[src/rtl/mkio_pkg.sv]
// Shared types and constants for the MKIO dual-redundant line front-end.
`timescale 1ns/1ps
package mkio_pkg;

    localparam int DEFAULT_FILT_LEN = 3;
    localparam int DEFAULT_IDLE_CYC = 96;
    localparam int DEFAULT_HOLD_CYC = 8;

    typedef logic [2:0] state_t;
    localparam state_t ST_IDLE    = 3'd0;
    localparam state_t ST_RX_A    = 3'd1;
    localparam state_t ST_RX_B    = 3'd2;
    localparam state_t ST_TX      = 3'd3;
    localparam state_t ST_TX_HOLD = 3'd4;

    typedef enum logic {
        CH_A = 1'b0,
        CH_B = 1'b1
    } ch_t;

    localparam logic [1:0] ACT_NONE = 2'b00;
    localparam logic [1:0] ACT_A    = 2'b01;
    localparam logic [1:0] ACT_B    = 2'b10;

    typedef struct packed {
        logic l1;
        logic l0;
    } line_pair_t;

    // Counter width able to hold n-1, never narrower than one bit.
    function automatic int cnt_width(input int n);
        return (n > 2) ? $clog2(n) : 1;
    endfunction

endpackage

[src/rtl/mkio_glitch_filter.sv]
// One receive line: two-flop synchroniser followed by a run-length stability filter.
`timescale 1ns/1ps
module mkio_glitch_filter
    import mkio_pkg::*;
#(
    parameter int FILT_LEN = DEFAULT_FILT_LEN
) (
    input  logic clk32,
    input  logic reset,
    input  logic line,
    output logic filt
);

    localparam int CW = cnt_width(FILT_LEN);
    localparam logic [CW-1:0] RUN_MAX = CW'(FILT_LEN - 1);

    logic          sync1;
    logic          sync2;
    logic [CW-1:0] run_cnt;

    always_ff @(posedge clk32 or posedge reset) begin
        if (reset) begin
            sync1 <= 1'b0;
            sync2 <= 1'b0;
        end else begin
            sync1 <= line;
            sync2 <= sync1;
        end
    end

    // run_cnt counts consecutive samples disagreeing with filt; the FILT_LEN-th flips it.
    always_ff @(posedge clk32 or posedge reset) begin
        if (reset) begin
            filt    <= 1'b0;
            run_cnt <= '0;
        end else if (sync2 == filt) begin
            run_cnt <= '0;
        end else if (run_cnt == RUN_MAX) begin
            filt    <= sync2;
            run_cnt <= '0;
        end else begin
            run_cnt <= run_cnt + 1'b1;
        end
    end

endmodule

[src/rtl/mkio_bus_select.sv]
// A/B channel lock, transmit steering and receiver blanking for the MKIO line front-end.
`timescale 1ns/1ps
module mkio_bus_select
    import mkio_pkg::*;
#(
    parameter int FILT_LEN = DEFAULT_FILT_LEN,
    parameter int IDLE_CYC = DEFAULT_IDLE_CYC,
    parameter int HOLD_CYC = DEFAULT_HOLD_CYC
) (
    input  logic       clk32,
    input  logic       reset,
    input  logic       DI1A,
    input  logic       DI0A,
    input  logic       DI1B,
    input  logic       DI0B,
    input  logic       tx_busy,
    input  logic       DO1_tx,
    input  logic       DO0_tx,
    output logic       DI1,
    output logic       DI0,
    output logic       DO1A,
    output logic       DO0A,
    output logic       DO1B,
    output logic       DO0B,
    output logic       TX_INHIBIT_A,
    output logic       TX_INHIBIT_B,
    output logic       RX_STROB_A,
    output logic       RX_STROB_B,
    output logic [1:0] active_ch,
    output logic       collision
);

    localparam int IW = cnt_width(IDLE_CYC);
    localparam int HW = cnt_width(HOLD_CYC);
    localparam logic [IW-1:0] IDLE_MAX = IW'(IDLE_CYC - 1);
    localparam logic [HW-1:0] HOLD_MAX = HW'(HOLD_CYC - 1);

    line_pair_t    filt_a;
    line_pair_t    filt_b;
    logic          act_a;
    logic          act_b;
    logic          act_a_prev;
    logic          act_b_prev;
    logic          act_locked;

    state_t        state;
    state_t        next_state;
    ch_t           last_ch;
    logic          coll_armed;
    logic          coll_set;
    logic [IW-1:0] idle_cnt;
    logic [HW-1:0] hold_cnt;

    line_pair_t    tx_line;
    line_pair_t    di_d;
    line_pair_t    do_a_d;
    line_pair_t    do_b_d;
    logic [1:0]    active_d;
    logic          inh_a_d;
    logic          inh_b_d;
    logic          strob_a_d;
    logic          strob_b_d;

    mkio_glitch_filter #(.FILT_LEN(FILT_LEN)) u_filt_1a (
        .clk32 (clk32),
        .reset (reset),
        .line  (DI1A),
        .filt  (filt_a.l1)
    );

    mkio_glitch_filter #(.FILT_LEN(FILT_LEN)) u_filt_0a (
        .clk32 (clk32),
        .reset (reset),
        .line  (DI0A),
        .filt  (filt_a.l0)
    );

    mkio_glitch_filter #(.FILT_LEN(FILT_LEN)) u_filt_1b (
        .clk32 (clk32),
        .reset (reset),
        .line  (DI1B),
        .filt  (filt_b.l1)
    );

    mkio_glitch_filter #(.FILT_LEN(FILT_LEN)) u_filt_0b (
        .clk32 (clk32),
        .reset (reset),
        .line  (DI0B),
        .filt  (filt_b.l0)
    );

    // Both lines high at once is a line fault but still counts as a busy bus.
    assign act_a      = filt_a.l1 | filt_a.l0;
    assign act_b      = filt_b.l1 | filt_b.l0;
    assign act_locked = (state == ST_RX_B) ? act_b : act_a;
    assign tx_line    = {DO1_tx, DO0_tx};

    always_comb begin
        next_state = state;
        coll_set   = 1'b0;
        case (state)
            ST_IDLE: begin
                if (tx_busy) begin
                    next_state = ST_TX;
                end else if (act_a) begin
                    next_state = ST_RX_A;
                    coll_set   = act_b;
                end else if (act_b) begin
                    next_state = ST_RX_B;
                end
            end
            ST_RX_A: begin
                if (tx_busy) begin
                    next_state = ST_TX;
                end else if (idle_cnt == IDLE_MAX) begin
                    next_state = ST_IDLE;
                end
                coll_set = coll_armed & act_b & ~act_b_prev;
            end
            ST_RX_B: begin
                if (tx_busy) begin
                    next_state = ST_TX;
                end else if (idle_cnt == IDLE_MAX) begin
                    next_state = ST_IDLE;
                end
                coll_set = coll_armed & act_a & ~act_a_prev;
            end
            ST_TX: begin
                if (!tx_busy) begin
                    next_state = ST_TX_HOLD;
                end
            end
            ST_TX_HOLD: begin
                if (tx_busy) begin
                    next_state = ST_TX;
                end else if (hold_cnt == HOLD_MAX) begin
                    next_state = ST_IDLE;
                end
            end
            default: begin
                next_state = ST_IDLE;
            end
        endcase
    end

    always_ff @(posedge clk32 or posedge reset) begin
        if (reset) begin
            state      <= ST_IDLE;
            last_ch    <= CH_A;
            coll_armed <= 1'b1;
            act_a_prev <= 1'b0;
            act_b_prev <= 1'b0;
        end else begin
            state      <= next_state;
            act_a_prev <= act_a;
            act_b_prev <= act_b;
            if (next_state == ST_RX_A) begin
                last_ch <= CH_A;
            end else if (next_state == ST_RX_B) begin
                last_ch <= CH_B;
            end
            // One collision report per lock; re-armed only once the bus is idle again.
            if (coll_set) begin
                coll_armed <= 1'b0;
            end else if (state == ST_IDLE) begin
                coll_armed <= 1'b1;
            end
        end
    end

    // idle_cnt saturates at its terminal value so a stalled exit can never wrap it.
    always_ff @(posedge clk32 or posedge reset) begin
        if (reset) begin
            idle_cnt <= '0;
            hold_cnt <= '0;
        end else begin
            if ((state == ST_RX_A || state == ST_RX_B) && next_state == state) begin
                if (act_locked) begin
                    idle_cnt <= '0;
                end else if (idle_cnt != IDLE_MAX) begin
                    idle_cnt <= idle_cnt + 1'b1;
                end
            end else begin
                idle_cnt <= '0;
            end
            if (state == ST_TX_HOLD && next_state == ST_TX_HOLD) begin
                hold_cnt <= hold_cnt + 1'b1;
            end else begin
                hold_cnt <= '0;
            end
        end
    end

    // Outputs are decoded from next_state so each register lands together with its state.
    always_comb begin
        di_d      = '0;
        do_a_d    = '0;
        do_b_d    = '0;
        active_d  = ACT_NONE;
        inh_a_d   = 1'b1;
        inh_b_d   = 1'b1;
        strob_a_d = 1'b1;
        strob_b_d = 1'b1;
        case (next_state)
            ST_RX_A: begin
                di_d     = filt_a;
                active_d = ACT_A;
            end
            ST_RX_B: begin
                di_d     = filt_b;
                active_d = ACT_B;
            end
            ST_TX: begin
                if (last_ch == CH_A) begin
                    do_a_d    = tx_line;
                    inh_a_d   = 1'b0;
                    strob_a_d = 1'b0;
                end else begin
                    do_b_d    = tx_line;
                    inh_b_d   = 1'b0;
                    strob_b_d = 1'b0;
                end
            end
            ST_TX_HOLD: begin
                if (last_ch == CH_A) begin
                    strob_a_d = 1'b0;
                end else begin
                    strob_b_d = 1'b0;
                end
            end
            default: begin
            end
        endcase
    end

    always_ff @(posedge clk32 or posedge reset) begin
        if (reset) begin
            DI1          <= 1'b0;
            DI0          <= 1'b0;
            DO1A         <= 1'b0;
            DO0A         <= 1'b0;
            DO1B         <= 1'b0;
            DO0B         <= 1'b0;
            TX_INHIBIT_A <= 1'b1;
            TX_INHIBIT_B <= 1'b1;
            RX_STROB_A   <= 1'b1;
            RX_STROB_B   <= 1'b1;
            active_ch    <= ACT_NONE;
            collision    <= 1'b0;
        end else begin
            DI1          <= di_d.l1;
            DI0          <= di_d.l0;
            DO1A         <= do_a_d.l1;
            DO0A         <= do_a_d.l0;
            DO1B         <= do_b_d.l1;
            DO0B         <= do_b_d.l0;
            TX_INHIBIT_A <= inh_a_d;
            TX_INHIBIT_B <= inh_b_d;
            RX_STROB_A   <= strob_a_d;
            RX_STROB_B   <= strob_b_d;
            active_ch    <= active_d;
            collision    <= coll_set;
        end
    end

endmodule

[config.mk]
export PLATFORM = sky130hd
export DESIGN_NAME = mkio_bus_select
export DESIGN_NICKNAME = d
export VERILOG_FILES = /design/src/rtl/mkio_pkg.sv /design/src/rtl/mkio_glitch_filter.sv /design/src/rtl/mkio_bus_select.sv
export SDC_FILE = /design/constraint.sdc
export NUM_CORES = 1
export LEC_CHECK = 0
export CORE_ASPECT_RATIO = 1.1
export CORE_MARGIN = 4
export CORE_UTILIZATION = 30
export DETAILED_ROUTE_END_ITERATION = 16
export PLACE_DENSITY = 0.44
export REMOVE_ABC_BUFFERS = 1
export SLEW_MARGIN = 20
export SYNTH_ARGS = -nofsm -noshare
export SYNTH_HDL_FRONTEND = slang
export SYNTH_SLANG_ARGS = --single-unit
[constraint.sdc]
create_clock -name clk32 -period 5.45 [get_ports clk32]
set_input_delay 0.545 -clock clk32 [delete_from_list [all_inputs] [get_ports clk32]]
set_output_delay 0.545 -clock clk32 [all_outputs]
set_load 0.02 [all_outputs]
# Yosys cells after proc, flatten, opt, wreduce, memory -nomap -nowiden
# Index checks and enable logic that the tools add are counted.
[classes] eq_ne=21 bitwise_logic=12 n_mux=41 reduce_logical=12 add_sub_neg=6
[ops] operator="$mux 3" count=9
[ops] operator="$mux 2" count=12
[ops] operator="$mux 7" count=3
[ops] operator="$mux 1" count=13
[ops] operator="$eq 3x2->1 const B" count=4
[ops] operator="$pmux 3 s4" count=1
[ops] operator="$eq 3x3->1 const B" count=3
[ops] operator="$add 2x1->2 const B" count=4
[ops] operator="$eq 2x2->1 const B" count=4
[ops] operator="$pmux 2 s2" count=2
[ops] operator="$reduce_and 2->1" count=4
[ops] operator="$add 7x1->7 const B" count=1
[ops] operator="$eq 7x7->1 const B" count=1
[ops] operator="$ne 7x7->1 const B" count=1
[ops] operator="$eq 3x1->1 const B" count=2
[ops] operator="$not 1->1" count=6
[ops] operator="$and 1x1->1" count=4
[ops] operator="$eq 1x1->1" count=4
[ops] operator="$reduce_bool 2->1" count=2
[ops] operator="$reduce_or 2->1" count=2
[ops] operator="$add 3x1->3 const B" count=1
[ops] operator="$eq 3x3->1" count=1
[ops] operator="$logic_not 3->1" count=1
[ops] operator="$ne 3x2->1 const B" count=1
[ops] operator="4 further kinds" count=6
[totals] out_inout_bits=13 elab_cells=127 in_bits=9 reg_bits=50

# Longest topological paths before layout
# Gate-level depths: netlist of run 1.
[depth] ltp_word=8 mapped_depth=6 depth_no_buf=6

# Hierarchy
# Synthesis of run 1 repeated with hierarchy kept, for this count alone.
[unflattened] hier_cells=168 hier_area_um2=2132.0
[by_module_without_submodules] mod="mkio_bus_select" area_per_inst_um2=1416.4 instances=1 seq_area_each_um2=757.0 cells_per_inst=124
[by_module_without_submodules] mod="mkio_glitch_filter" area_per_inst_um2=178.9 instances=4 seq_area_each_um2=125.1 cells_per_inst=11

# Worst setup path before layout of run 1
# Ideal clock, no wire load.
[synth_path] kind="reg-to-reg" start="register idle_cnt[0]" end="register last_ch" t_arrival_ns=1.628 slack_ns=3.696 t_required_ns=5.324 stages_incl_launch_ff=6 period_less_slack_ns=1.754 n_path_buf=0 setup_ns=0.126 path_cell_list="dfrtp_1 > ha_1 > and4_1 > a211oi_1 > nor2_2 > maj3_2"
[synth_via] elab_chain_len=6 word_cells_on_any_way=8 cone_classes="eq/ne: 3; mux: 4; reduce/logical: 1"
[synth_lines] element="start: declaration" line="mkio_bus_select.sv:51" rtl="logic [IW-1:0] idle_cnt;"
[synth_lines] element="start signal: assignment" line="mkio_bus_select.sv:181" rtl="idle_cnt <= idle_cnt + 1'b1;"
[synth_lines] element="$eq 7x7->1 *" line="mkio_bus_select.sv:115, mkio_bus_select.sv:123"
[synth_lines] element="$mux 3 *" line="mkio_bus_select.sv:115, mkio_bus_select.sv:123"
[synth_lines] element="$mux 3 *" line="mkio_bus_select.sv:121" rtl="if (tx_busy) begin"
[synth_lines] element="$pmux 3 s4 *" line="mkio_bus_select.sv:101" rtl="case (state)"
[synth_lines] element="$eq 3x1->1 or $eq 3x2->1 (tied branches)" line="mkio_bus_select.sv:157, mkio_bus_select.sv:159"
[synth_lines] element="$mux 1 or $reduce_bool 2->1 (tied branches)"
[synth_lines] element="end signal: assignment" line="mkio_bus_select.sv:149" rtl="last_ch <= CH_A;"
[synth_lines] element="end signal: assignment" line="mkio_bus_select.sv:158" rtl="last_ch <= CH_A;"
[synth_lines] element="end signal: assignment" line="mkio_bus_select.sv:160" rtl="last_ch <= CH_B;"
[synth_lines] element="end: declaration" line="mkio_bus_select.sv:48" rtl="ch_t last_ch;"
# Mark *: on every way between the ends. The rest lies on a longest branch, timed or not.
# A chain may end at the register's enable or synchronous reset.

# Worst setup path after layout of run 1
[layout_path] start="register TX_INHIBIT_B" end="output TX_INHIBIT_B"
[layout_lines] element="start: declaration" line="mkio_bus_select.sv:26" rtl="output logic TX_INHIBIT_B,"
[layout_lines] element="start signal: assignment" line="mkio_bus_select.sv:258" rtl="TX_INHIBIT_B <= inh_b_d;"
# No word-level cell between the ends.

==> results of run 1 <==
## cell families after synthesis
family                   synth area share (%)
flip-flops                               62.7
AO/OA/AOI/OAI                            9.67
AND/OR/NAND/NOR                          17.0
adder cells (fa/ha/maj)                  2.43
XOR/XNOR                                 3.06
multiplexers                             2.62
buffers and inverters                    2.49
## layer usage
metal | track usage [%] | wire length (µm)
met1 | 10.3 | 1430
met2 | 16.5 | 1770
met3 | 2.89 | 156
met4 | 3.96 | 61
met5 | 0 | 0
## worst paths after layout
path,from,to,slack (ns),cells past startpoint
max,TX_INHIBIT_B$_DFF_PP1_,TX_INHIBIT_B,3.50,1
max reg2reg,idle_cnt[0]$_DFFE_PP0P_,idle_cnt[3]$_DFFE_PP0P_,3.54,5
min in group asynchronous,reset,u_filt_1a.run_cnt[0]$_DFF_PP0_,0.70,2
min reg2reg,u_filt_1b.sync1$_DFF_PP0_,u_filt_1b.sync2$_DFF_PP0_,0.36,0
min,u_filt_1b.sync1$_DFF_PP0_,u_filt_1b.sync2$_DFF_PP0_,0.36,0
max in group asynchronous,reset,collision$_DFF_PP0_,4.25,2
## metrics by stage
stage / cell area (µm²) / total power, mW / util (%)
2_1_floorplan: 1990 / 0.815 / -
3_3_place_gp: 2300 / 0.948 / 36.3
3_5_place_dp: 2300 / 0.956 / 36.3
4_1_cts: 2410 / 1.22 / 38.0
5_1_grt: 2410 / 1.28 / 38.0
6_report: 2410 / 1.19 / 38.0
## cells in the mapped netlist (2+ instances only)
library cell,n
and2_1,5
o31ai_1,2
nor3b_1,3
and3_1,4
inv_1,8
nand2b_1,4
nor2b_1,4
o2111ai_1,2
ha_1,3
dfrtp_1,45
a31o_2,2
nand3_1,2
nor3_1,14
nor2_1,7
xnor2_1,4
dfstp_2,5
o21ai_0,4
mux2i_1,3
a21oi_1,5
xor2_1,3
nand2_1,7
nand3b_1,2
mux2_2,2
or2_2,2
## power by group through the flow
stage	clock network [mW]	logic, mW	registers, mW
2_1_floorplan	0	0.216	0.598
3_3_place_gp	0	0.372	0.575
3_5_place_dp	0	0.378	0.579
4_1_cts	0.264	0.380	0.571
5_1_grt	0.281	0.415	0.588
6_report	0.252	0.372	0.568
## layout make-up
| cell class | instances | share of cell area [%] |
|---|---|---|
| Sequential cell | 50 | 52.1 |
| Multi-Input combinational cell | 102 | 28.9 |
| Clock inverter | 2 | 1.61 |
| Clock buffer | 6 | 3.01 |
| Tap cell | 80 | 4.15 |
| Inverter | 9 | 1.45 |
| Timing Repair Buffer | 21 | 8.71 |
## flip-flops by register name (all words and copies together), names as in the netlist, 2 cells and up
name,cells
idle_cnt,7
u_filt_1a.run_cnt,2
state,3
active_ch,2
hold_cnt,3
u_filt_1b.run_cnt,2
u_filt_0b.run_cnt,2
u_filt_0a.run_cnt,2
==> summary.txt, run 1 <==
Via density: 4.78
cts repair resizes: 0
Yosys reg bits: 50
Yosys top cell area share: 56.1%
synth unique cells: 46
most frequent cells in the layout: dfrtp_1 (45), clkdlybuf4s50_1 (21), nor3_1 (14)
drt first-iter violations: 60
die area: 8060 µm²
layout cells sized above 1: 13.7%
vias after detailed routing: 1,290
WP data required: 4.91 ns
crit start category: register
setup ws final: 3.50 ns
H-tree depth: 2
CP max-delay cell: clkdlybuf4s50_1
combinational share of power: 31.2%
Ports: 22
crit-path cells: clkdlybuf4s50_1
Synth area leaders: dfrtp_1 (56%), dfstp_2 (6.6%), nor3_1 (3.5%), ha_1 (1.9%), xnor2_1 (1.7%)
hold_ws: 0.357 ns
chip width: 86.0 µm
TNS Setup: 0 ns
TritonCTS clock tree: done
Buffers on Ports: 21
Area growth, synth to finish: 20.3%
Setup Skew: 0.00966 ns
Root Buffer Master: clkbuf_8
Final setup viols: 0
Storage cell area: 1260 µm²
Routed WL: 3.42 mm
# DRC: 0
CP peak stage delay: 0.59 ns
Slew headroom: 45.1%
Post-synth ARST share: 100%
cell family with most CP delay: buffers and inverters
dpl hpwl: 2.53 mm
vias in the first global route: 1,300
Initial Utilization: 31.6%
Fmax achieved: 512 MHz
Hold Crit Class: register to register
Synth area leader: dfrtp_1
worst IR drop on VDD: 0.194 mV
switching power total: 0.392 mW
Reg power frac: 47.7%
critical path class: register to output port
Worst EP arrival: 1.41 ns
Row Count: 30
Final Net Count: 201
footprint of the multi-input gates: 698 µm²
Crit Path Max Fanout: 1
Most used DFF post-synth: dfrtp_1
Fill cells: 602
TritonCTS Buffers: 5
CTS clk-pin slew, worst paths: 0.09 ns
max-slew violations: 0
clock power share: 21.1%
most common cell after layout, fill and taps aside: dfrtp_1
post-synthesis sequential area ratio: 62.7%
Placed Cells: 262
Mapped Area: 2010 µm²
Sw Share: 32.9%
status: finished clean
Post-Syn Area per Cell: 12.2 µm²
Worst Path Buf+Inv: 1
Finished Layout Cells: 270
first-pass GRT wire length: 5.90 mm
Post-synth EDFFs: 0
Syn. warnings: 0
RSZ-0062 raised after global routing: no
clk_lat worst skew: 0.29 ns
PD cells: 494 nW/µm²
LEAKAGE: 1.06 nW
pre-CTS setup slack: 3.17 ns
Tmin final: 1.95 ns
largest net degree at the start of global routing: 51
Total GRT Usage: 9.37%
Crit. End Element: output port
CTS Hold Bufs: 0
grt total ovfl: 0
maximum root-to-sink buffer count: 2
Sink Count: 50
initial antenna violation count: 0
Antenna Nets Post-Route: 0
Core ar.: 6340 µm²
Slew @ Worst Pin: 0.823 ns
Final period util: 35.9%
max-cap viol count: 0
internal power: 0.800 mW
number of iterations in the first detailed-routing pass: 4
drt wl/cell: 12.7 µm
postcts setup bufs: 0
Hold Violations, Final: 0
Die Span Y: 93.8 µm
gp weighted congestion: 0.746
Post-Syn Instances: 164
Inserted Diodes: 0
No activity file was read; power rests on OpenSTA's default activity.
==> inputs of run 2 (changes only) <==
clock period = 2 ns   (was 5.45 ns; I/O delays follow)
==> summary.txt, run 2 (synthesized netlist as in run 1, its figures left out) <==
Final setup viols: 0 (unchanged)
H-tree depth: 2 (unchanged)
layout cells sized above 1: 17.9% (+4.3 points)
drt wl/cell: 13.2 µm (+4.0%)
Ports: 22 (unchanged)
first-pass GRT wire length: 6.31 mm (+6.9%)
met3 usage: 2.98% (+0.088 points)
die area: 8060 µm² (unchanged)
max-cap viol count: 0 (unchanged)
postcts setup bufs: 0 (unchanged)
Slew @ Worst Pin: 0.383 ns (-0.440 ns)
Crit. End Element: register
Setup Skew: 0.00464 ns (-0.00502 ns)
Worst EP arrival: 2.13 ns (+0.72 ns)
worst IR drop on VDD: 0.497 mV (+160%)
grt total ovfl: 0 (unchanged)
CTS clk-pin slew, worst paths: 0.09 ns (about the same)
pre-CTS setup slack: 0.0578 ns (-3.12 ns)
Antenna Nets Post-Route: 0 (unchanged)
WP data required: 2.22 ns (-2.69 ns)
Tmin final: 1.91 ns
Hold Crit Class: input pin to async pin
Core ar.: 6340 µm² (unchanged)
GR Util met1: 12.1% (+1.8 points)
Area growth, synth to finish: 22.4%
TNS Setup: 0 ns (unchanged)
Final Net Count: 206 (+2.5%)
Fmax achieved: 523 MHz
most frequent cells in the layout: dfrtp_1 (45), clkdlybuf4s50_1 (21), nor3_1 (12)
Top Registers: idle_cnt x7, hold_cnt x3, state x3
critical path class: register to register
vias after detailed routing: 1,300 (+0.78%)
dpl hpwl: 2.64 mm (+4.1%)
GRT busiest layer: met2
Final period util: 95.5%
status: finished clean
PD cells: 1310 nW/µm² (+160%)
Sink Count: 50 (unchanged)
Via density: 4.73 (-1.1%)
# DRC: 0 (unchanged)
RSZ-0062 raised after global routing: no
Initial Utilization: 31.6% (unchanged)
number of iterations in the first detailed-routing pass: 5 (+1)
TritonCTS clock tree: done
Slew headroom: 74.4% (+29 points)
max-slew violations: 0 (unchanged)
Crit Path Max Fanout: 7 (+6)
Row Count: 30 (unchanged)
chip width: 86.0 µm (unchanged)
Biggest register: idle_cnt
drt first-iter violations: 60 (unchanged)
maximum root-to-sink buffer count: 2 (unchanged)
TritonCTS Buffers: 5 (unchanged)
Buffers on Ports: 21 (unchanged)
Die Span Y: 93.8 µm (unchanged)
Inserted Diodes: 0 (unchanged)
initial antenna violation count: 0 (unchanged)
max reg flops: 7 (unchanged)
met2 Use GR: 17.2% (+0.64 points)
vias in the first global route: 1,325 (+1.9%)
clk_lat worst skew: 0.30 ns (about the same)
LEAKAGE: 1.08 nW (+1.9%)
largest net degree at the start of global routing: 51 (unchanged)
crit start category: register
most common cell after layout, fill and taps aside: dfrtp_1
Total GRT Usage: 10.1% (+0.69 points)
Routed WL: 3.62 mm (+6.0%)
Root Buffer Master: clkbuf_8
gp weighted congestion: 0.757 (+1.4%)
Hold Violations, Final: 0 (unchanged)
setup ws final: 0.0897 ns (-3.41 ns)
==> run 2: worst paths after layout <==
path                                            from                         to  slack [ns]  depth (start not counted)
setup / recovery             idle_cnt[0]$_DFFE_PP0P_    idle_cnt[4]$_DFFE_PP0P_        0.09                          5
hold / removal                                 reset  u_filt_0a.sync1$_DFF_PP0_        0.25                          3
setup reg to reg             idle_cnt[0]$_DFFE_PP0P_    idle_cnt[4]$_DFFE_PP0P_        0.09                          5
hold reg to reg            u_filt_0a.sync1$_DFF_PP0_  u_filt_0a.sync2$_DFF_PP0_        0.36                          0
max in group asynchronous                      reset       RX_STROB_B$_DFF_PP1_        1.47                          3
min in group clk32                              DI1B  u_filt_1b.sync1$_DFF_PP0_        0.33                          1
==> run 2: worst max-delay path, stage by stage, from the launching register on <==
cell and delay [ns]:
dfrtp_1 0.41, ha_1 0.25, and4_1 0.28, a2111o_1 0.42
a32o_2 0.29, nor3_1 0.19
==> run 2: where the power goes <==
part | switching [mW] | internal (mW) | leakage [nW]
registers | 0.214 | 1.32 | 0.628
clock network | 0.325 | 0.246 | 0.0441
logic | 0.578 | 0.529 | 0.408
==> run 2: area by class of cell <==
class | instances | area [µm²]
Inverter | 9 | 33.8
Sequential cell | 50 | 1260
Timing Repair Buffer | 26 | 260
Fill cell | 607 | 3890
Tap cell | 80 | 100
Multi-Input combinational cell | 102 | 713
Clock buffer | 5 | 68.8
Clock inverter | 3 | 21.3
==> run 2: per-stage QoR <==
| step | hold WS (ns) | instances | util (%) | instance area (µm²) | power, mW |
|---|---|---|---|---|---|
| 5_1_grt | 0.290 | 275 | 38.7 | 2450 | 3.45 |
| 3_5_place_dp | 0.336 | 267 | 37.0 | 2350 | 2.67 |
| 4_1_cts | 0.253 | 275 | 38.5 | 2440 | 3.26 |
| 2_1_floorplan | 0.231 | 161 | - | 1990 | 2.22 |
| 3_3_place_gp | 0.334 | 267 | 37.0 | 2350 | 2.64 |
| 6_report | 0.251 | 275 | 38.7 | 2450 | 3.21 |
==> run 2: layer usage <==
metal,share of wire [%],up-vias
met3,4.3,5
met4,1.3,0
met2,51,21
met5,0,-
li1,-,631
met1,43,643
==> run 2: timing repair <==
| item | CTS | global route |
|---|---|---|
| endpoints found under the setup margin | 0 | 3 |
| gates resized for setup | 0 | 3 |
| endpoints found under the hold margin | 0 | 0 |
| hold buffers | 0 | 0 |
